## config.mk

```make
export PLATFORM = sky130hd
export DESIGN_NAME = bcd_to_bin_flat
export DESIGN_NICKNAME = d
export VERILOG_FILES = /design/src/rtl/bcd_to_bin_if.sv /design/src/rtl/bcd_to_bin.sv /design/src/flat_wrapper.sv
export SDC_FILE = /design/constraint.sdc
export NUM_CORES = 1
export LEC_CHECK = 0
export CAP_MARGIN = 20
export CORE_MARGIN = 4
export CORE_UTILIZATION = 40
export DETAILED_ROUTE_END_ITERATION = 6
export PLACE_DENSITY = 0.72
export SLEW_MARGIN = 10
export SYNTH_ARGS = -nofsm -noshare
export SYNTH_HDL_FRONTEND = slang
export SYNTH_SLANG_ARGS = --single-unit
export TNS_END_PERCENT = 5
```

## constraint.sdc

```tcl
create_clock -name clk -period 3.55 [get_ports clk]
set_input_delay 1.065 -clock clk [delete_from_list [all_inputs] [get_ports clk]]
set_output_delay 1.065 -clock clk [all_outputs]
set_load 0.05 [all_outputs]
```

## src/rtl/bcd_to_bin_if.sv

```systemverilog
// Handshake and data bundle between the digit-entry stage and the BCD-to-binary converter.
interface bcd_to_bin_if #(
  parameter int OUT_W = 11
);
  logic             start;
  logic [3:0]       huns_in;
  logic [3:0]       tens_in;
  logic [3:0]       ones_in;
  logic             sign_in;
  logic             busy;
  logic             valid;
  logic [OUT_W-1:0] result;
  logic             err;

  modport master (
    output start, huns_in, tens_in, ones_in, sign_in,
    input  busy, valid, result, err
  );

  modport slave (
    input  start, huns_in, tens_in, ones_in, sign_in,
    output busy, valid, result, err
  );
endinterface

```

## src/rtl/bcd_to_bin.sv

```systemverilog
// Signed 3-digit BCD to two's-complement converter, one digit per cycle via acc*10 + digit.
// state | meaning
// IDLE  | waiting for start; operand latched on the start edge
// ACCUM | folding in hundreds, tens, ones (one per cycle)
// SIGN  | apply sign or force error result, pulse valid
module bcd_to_bin #(
  parameter int OUT_W = 11
) (
  input  logic          clk,
  input  logic          rst,
  bcd_to_bin_if.slave   bus
);

  typedef enum logic [1:0] {
    IDLE  = 2'd0,
    ACCUM = 2'd1,
    SIGN  = 2'd2
  } state_t;

  state_t           state_q, state_d;
  logic [9:0]       acc_q, acc_d;
  logic [1:0]       idx_q, idx_d;
  logic [3:0]       huns_q, huns_d;
  logic [3:0]       tens_q, tens_d;
  logic [3:0]       ones_q, ones_d;
  logic             sign_q, sign_d;
  logic             err_flag_q, err_flag_d;
  logic             busy_q, busy_d;
  logic             valid_q, valid_d;
  logic [OUT_W-1:0] result_q, result_d;
  logic             err_q, err_d;

  logic [3:0]       digit;
  logic [9:0]       acc_next;
  logic [OUT_W-1:0] mag;

  always_comb begin
    state_d    = state_q;
    acc_d      = acc_q;
    idx_d      = idx_q;
    huns_d     = huns_q;
    tens_d     = tens_q;
    ones_d     = ones_q;
    sign_d     = sign_q;
    err_flag_d = err_flag_q;
    busy_d     = busy_q;
    valid_d    = 1'b0;
    result_d   = result_q;
    err_d      = err_q;

    case (idx_q)
      2'd0:    digit = huns_q;
      2'd1:    digit = tens_q;
      default: digit = ones_q;
    endcase

    // acc*10 as (acc<<3)+(acc<<1); out-of-range digits may wrap, err masks the result anyway
    acc_next = {acc_q[6:0], 3'b000} + {acc_q[8:0], 1'b0} + {6'd0, digit};
    mag      = {{(OUT_W-10){1'b0}}, acc_q};

    case (state_q)
      IDLE: begin
        if (bus.start) begin
          huns_d     = bus.huns_in;
          tens_d     = bus.tens_in;
          ones_d     = bus.ones_in;
          sign_d     = bus.sign_in;
          acc_d      = 10'd0;
          idx_d      = 2'd0;
          err_flag_d = 1'b0;
          busy_d     = 1'b1;
          state_d    = ACCUM;
        end
      end
      ACCUM: begin
        acc_d = acc_next;
        if (digit > 4'd9) err_flag_d = 1'b1;
        if (idx_q == 2'd2) state_d = SIGN;
        else               idx_d   = idx_q + 2'd1;
      end
      SIGN: begin
        if (err_flag_q) begin
          result_d = '0;
          err_d    = 1'b1;
        end else begin
          result_d = sign_q ? -mag : mag;
          err_d    = 1'b0;
        end
        valid_d = 1'b1;
        busy_d  = 1'b0;
        state_d = IDLE;
      end
      default: state_d = IDLE;
    endcase
  end

  always_ff @(posedge clk or posedge rst) begin
    if (rst) begin
      state_q    <= IDLE;
      acc_q      <= '0;
      idx_q      <= '0;
      huns_q     <= '0;
      tens_q     <= '0;
      ones_q     <= '0;
      sign_q     <= 1'b0;
      err_flag_q <= 1'b0;
      busy_q     <= 1'b0;
      valid_q    <= 1'b0;
      result_q   <= '0;
      err_q      <= 1'b0;
    end else begin
      state_q    <= state_d;
      acc_q      <= acc_d;
      idx_q      <= idx_d;
      huns_q     <= huns_d;
      tens_q     <= tens_d;
      ones_q     <= ones_d;
      sign_q     <= sign_d;
      err_flag_q <= err_flag_d;
      busy_q     <= busy_d;
      valid_q    <= valid_d;
      result_q   <= result_d;
      err_q      <= err_d;
    end
  end

  assign bus.busy   = busy_q;
  assign bus.valid  = valid_q;
  assign bus.result = result_q;
  assign bus.err    = err_q;

endmodule

```

## src/flat_wrapper.sv

```systemverilog
// flat-port wrapper written by rule: the top's interface ports become plain ports
module bcd_to_bin_flat 
#(
  parameter int OUT_W = 11
)
  (clk, rst, bus_start, bus_huns_in, bus_tens_in, bus_ones_in, bus_sign_in, bus_busy, bus_valid, bus_result, bus_err);
  bcd_to_bin_if #(.OUT_W(OUT_W)) bus_i ();
  input  logic clk;
  input  logic rst;
  input wire logic [$bits(bus_i.start)-1:0] bus_start;
  input wire logic [$bits(bus_i.huns_in)-1:0] bus_huns_in;
  input wire logic [$bits(bus_i.tens_in)-1:0] bus_tens_in;
  input wire logic [$bits(bus_i.ones_in)-1:0] bus_ones_in;
  input wire logic [$bits(bus_i.sign_in)-1:0] bus_sign_in;
  output wire logic [$bits(bus_i.busy)-1:0] bus_busy;
  output wire logic [$bits(bus_i.valid)-1:0] bus_valid;
  output wire logic [$bits(bus_i.result)-1:0] bus_result;
  output wire logic [$bits(bus_i.err)-1:0] bus_err;
  assign bus_i.start = bus_start;
  assign bus_i.huns_in = bus_huns_in;
  assign bus_i.tens_in = bus_tens_in;
  assign bus_i.ones_in = bus_ones_in;
  assign bus_i.sign_in = bus_sign_in;
  assign bus_busy = bus_i.busy;
  assign bus_valid = bus_i.valid;
  assign bus_result = bus_i.result;
  assign bus_err = bus_i.err;
  bcd_to_bin #(.OUT_W(OUT_W)) u_core (.clk(clk), .rst(rst), .bus(bus_i));
endmodule
```

-- Word level (Yosys, flattened, before mapping)
Cells that the tools add are included.
Widths: inputs -> output; s select.
- register bits: 42
- latch bits: 0
- RAM bits: 0
- bits in read-only memories: 0
- input bits: 16
- output and inout port bits: 14
- logic and storage cells: 53
- memories kept: 0
- add/sub/neg operators: 4
- $mul: 0
- divide/modulo/power cells: 0
- magnitude comparators: 1
- eq/ne operators: 8
- shifts and indexed selects: 0
- muxes and demuxes: 18
- bitwise gates (word level): 0
- reductions and logical operators: 10
- operators by type and width (operator ; count):
    $mux 11 ; 2
    $pmux 10 s2 ; 1
    $neg 10->11 ; 1
    $add 10x10->10 ; 1
    $add 10x4->10 ; 1
    $mux 10 ; 1
    $mux 2 ; 4
    $pmux 2 s2 ; 2
    $pmux 4 s2 ; 1
    $reduce_and 2->1 ; 4
    $reduce_and 3->1 ; 2
    $mux 1 ; 5
    $eq 2x1->1 const B ; 2
    $eq 2x2->1 const B ; 2
    $gt 4x4->1 const B ; 1
    $logic_not 2->1 ; 2
    $ne 2x1->1 const B ; 2
    $ne 2x2->1 const B ; 2
    $pmux 1 s2 ; 2
    $reduce_bool 2->1 ; 2
    $add 2x1->2 const B ; 1

-- Longest topological paths before layout
- word-level depth: 5
- depth in mapped cells: 13
- mapped depth without buffers: 13

-- Worst setup path after synthesis
Ideal clock, no wire load.
- path type: flip-flop to flip-flop
- start: register u_core.idx_q[0]
- end: register u_core.acc_q[8]
- library setup time: 0.135 ns
- arrival time: 2.547 ns
- data required time: 3.415 ns
- path slack: 0.868 ns
- cell stages (with the launch flop): 13
- period minus slack after synthesis: 2.682 ns
- cells stage by stage: dfrtp_1 > inv_1 > ha_1 > nor2_1 > nand2_1 > nand2_1 > fa_1 > fa_1 > a21oi_1 > o21ai_0 > a21oi_1 > xor2_1 > o21ai_0
- word-level cells in the longest chain between the ends: 4
- ends and longest elaborated chain (item ; RTL line ; text):
    from (decl) ; bcd_to_bin.sv:22 ; logic [1:0] idx_q, idx_d;
    from (signal assigned) ; bcd_to_bin.sv:114 ; idx_q <= idx_d;
    $eq 2x1->1 / $logic_not 2->1 (equally long branches) ; bcd_to_bin.sv:51 ; case (idx_q)
    $pmux 4 s2 (*) ; bcd_to_bin.sv:51 ;
    $add 10x4->10 (*) ; bcd_to_bin.sv:58 ; acc_next = {acc_q[6:0], 3'b000} + {acc_q[8:0], 1'b0} + {6'd0, digit};
    $pmux 10 s2 (*) ; bcd_to_bin.sv:61 ; case (state_q)
    to (signal assigned) ; bcd_to_bin.sv:100 ; acc_q <= '0;
    to (signal assigned) ; bcd_to_bin.sv:113 ; acc_q <= acc_d;
    to (decl) ; bcd_to_bin.sv:21 ; logic [9:0] acc_q, acc_d;
Every way passes the cells marked *; elsewhere a longest branch is shown, timed or not.
A chain may end at the register's enable or synchronous reset.

-- Worst setup path after layout
Same ends and word-level chain as after synthesis.

==> impl_metrics.tcl <==
set metrics [dict create \
    status "finished, final reports clean" \
    ys_seq_area_share_pct 46.3 \
    core_sq_um 5510 \
    grt_max_degree 43 \
    grt_antenna_before_repair 0 \
    port_buffers 29 \
    multi_input_area_sq_um 1140 \
    clkLatencyLatePin_ps 290 \
    cts.clk_slew.worst_paths_ps 80 \
    maxSlewViolCount 0 \
    h-tree-depth 2 \
    cts_setup_buffers 0 \
    track_usage_pct 12.6 \
    synth.top_cells.by_count "dfrtp_1, nand2_1, ha_1, mux2_2, o21ai_0" \
    cts_inserted_buffers 5 \
    fin_util_pct 49.8 \
    yosys.area.top_type "dfrtp_1" \
    num_rows 27 \
    yosysMostFrequentCell "dfrtp_1" \
    end_kind "flop" \
    cp.arrival_ps 3070 \
    grt_pass1_vias 1556 \
    die_area_sq_um 6950 \
    slowest_stage "fa_1" \
    yosys_register_bits 42 \
    post-dp-hpwl_um 3070 \
    tritoncts "done" \
    start_util_pct 41.2 \
    drc 0 \
    async_flop_share_pct 100 \
    yosys_warnings 0 \
    cp_max_fo 5 \
    fp.dieH_um 83.3 \
    synth.area.top_cells "dfrtp_1, ha_1, mux2_2" \
    avgSynthCellArea_sq_um 10.8 \
    drv_cap 0 \
    relSlewSlack_pct 58.6 \
    detail_route.wirelength_um 4070 \
    synth_top_cell_area_share_pct 46.3 \
    cts_buffer_depth 2 \
    synth_edf_count 0 \
    fmax_mhz 342 \
    hold_class "flop to flop" \
    tightest_slew_ps 620 \
    clock-sinks 42 \
    drive_gt1_share_pct 12.4 \
    syn_to_final_growth_pct 20.7 \
    finalSetupTns_ps 0 \
    rsz0062_at_grt "false" \
    fin_skew_ps 6.14 \
    finalSetupViolCount 0 \
    cts.repair.resized 0 \
    vias_per_cell 5.04 \
    postCtsHoldBufs 0 \
    antenna_cells 0 \
    place_congestion 0.744 \
    clock-root-buffer "clkbuf_8" \
    grt_pass1_wl_um 7200 \
    cp_cell_sequence "inv_1, ha_1, nor2_1, nand2_1, nand2_1, fa_1, fa_1, a21oi_1, o21ai_0, a21oi_1, xor2_1, o21ai_0" \
    ant_nets 0 \
    wl_per_cell_um 13.0 \
    die_w_um 83.3 \
    hold_violations 0 \
    drtPass1Iterations 4 \
    fin_nets 277 \
    fin_crit_sh_pct 82.5 \
    critPathLaunchType "flop" \
    drtIter0Drc 146 \
    via_count 1576 \
    syn-cell-area_sq_um 2270 \
    syn_inst 210 \
    ff_latch_area_sq_um 1050 \
    reg2reg_depth 12 \
    fillers 505 \
    top_level_ports 30 \
    period_minus_slack_ps 2930 \
    path_class "flop to flop" \
    whs_path_depth 2 \
    synth_cell_type_count 32 \
    synth.net_count 246 \
    synth_flop_cell "dfrtp_1" \
    slowest_delay_ps 480 \
    worstPathRequired_ps 3690 \
    grt_remaining_overflow 0 \
]
sequential cells by signal (all words and copies together), names as in the netlist:
| name | flops |
|---|---|
| u_core.ones_q | 4 |
| u_core.bus.busy | 1 |
| u_core.tens_q | 4 |
| u_core.bus.result | 11 |
| u_core.huns_q | 4 |
| u_core.acc_q | 10 |
| u_core.bus.valid | 1 |
| u_core.err_flag_q | 1 |
| u_core.idx_q | 2 |
| u_core.bus.err | 1 |
| u_core.state_q | 2 |
| u_core.sign_q | 1 |
layer usage:
metal  wire length [um]  GRT usage, %
met1               1920          16.2
met2               1920          20.4
met3                214          4.56
met4                 19          2.67
met5                  0             0
cell families (layout without fill, tap and decap cells):
logic type / Yosys count / after routing / synth area share (%)
buffers and inverters: 17 / 48 / 3.31
AO/OA/AOI/OAI: 47 / 47 / 14.5
AND/OR/NAND/NOR: 54 / 54 / 11.1
multiplexers: 14 / 14 / 6.94
flip-flops: 42 / 42 / 46.3
XOR/XNOR: 16 / 16 / 6.17
adder cells (fa/ha/maj): 20 / 20 / 11.7
layout make-up:
| cell class | instances | area share [%] |
|---|---|---|
| Sequential cell | 42 | 38.3 |
| Inverter | 10 | 1.37 |
| Clock inverter | 1 | 1.10 |
| Multi-Input combinational cell | 151 | 41.8 |
| Clock buffer | 6 | 3.01 |
| Tap cell | 72 | 3.29 |
| Timing Repair Buffer | 31 | 11.1 |
through the flow:
stage / cells / setup WS [ps] / hold slack, ps / area (sq um)
floorplan: 210 / 868 / 480 / 2270
global placement: 306 / 748 / 463 / 2630
finish: 313 / 623 / 479 / 2740
global route: 313 / 359 / 503 / 2740
detailed placement: 306 / 639 / 470 / 2630
CTS: 313 / 616 / 488 / 2740
worst max-delay path, delay by kind of cell, from the launching register on:
family          cells  cell delay, ps
xor+xnor            1             160
buf+inv             1              80
flops               1             380
compound gates      4             560
simple gates        3             400
fa+ha+maj           3            1210
worst paths after layout:
path | from | end | slack, ps
max in group asynchronous | rst | u_core.ones_q[2] | 1990
min | u_core.bus.result[8] | u_core.bus.result[8] | 480
max | u_core.idx_q[0] | u_core.acc_q[8] | 620
min reg2reg | u_core.bus.result[8] | u_core.bus.result[8] | 480
max reg2reg | u_core.idx_q[0] | u_core.acc_q[8] | 620
min in group asynchronous | rst | u_core.bus.result[4] | 1200
layout by cell type (no fill, tap or decap), types with 3 or more instances in the layout:
| cell | n |
|---|---|
| xor2_1 | 7 |
| xnor2_1 | 9 |
| clkdlybuf4s50_1 | 29 |
| a21oi_1 | 6 |
| dfrtp_1 | 42 |
| o21ai_1 | 4 |
| mux2_2 | 14 |
| o31ai_1 | 8 |
| o21ai_0 | 12 |
| a22o_1 | 5 |
| clkbuf_8 | 6 |
| nand2_1 | 27 |
| nand3_1 | 10 |
| inv_1 | 10 |
| nand2b_1 | 3 |
| o31ai_2 | 4 |
| nor2_1 | 8 |
| a22oi_1 | 3 |
| ha_1 | 18 |
Power is left out: the tool's default activity adds up to more than one toggle a clock period on the data nets, which glitch-free logic cannot reach.
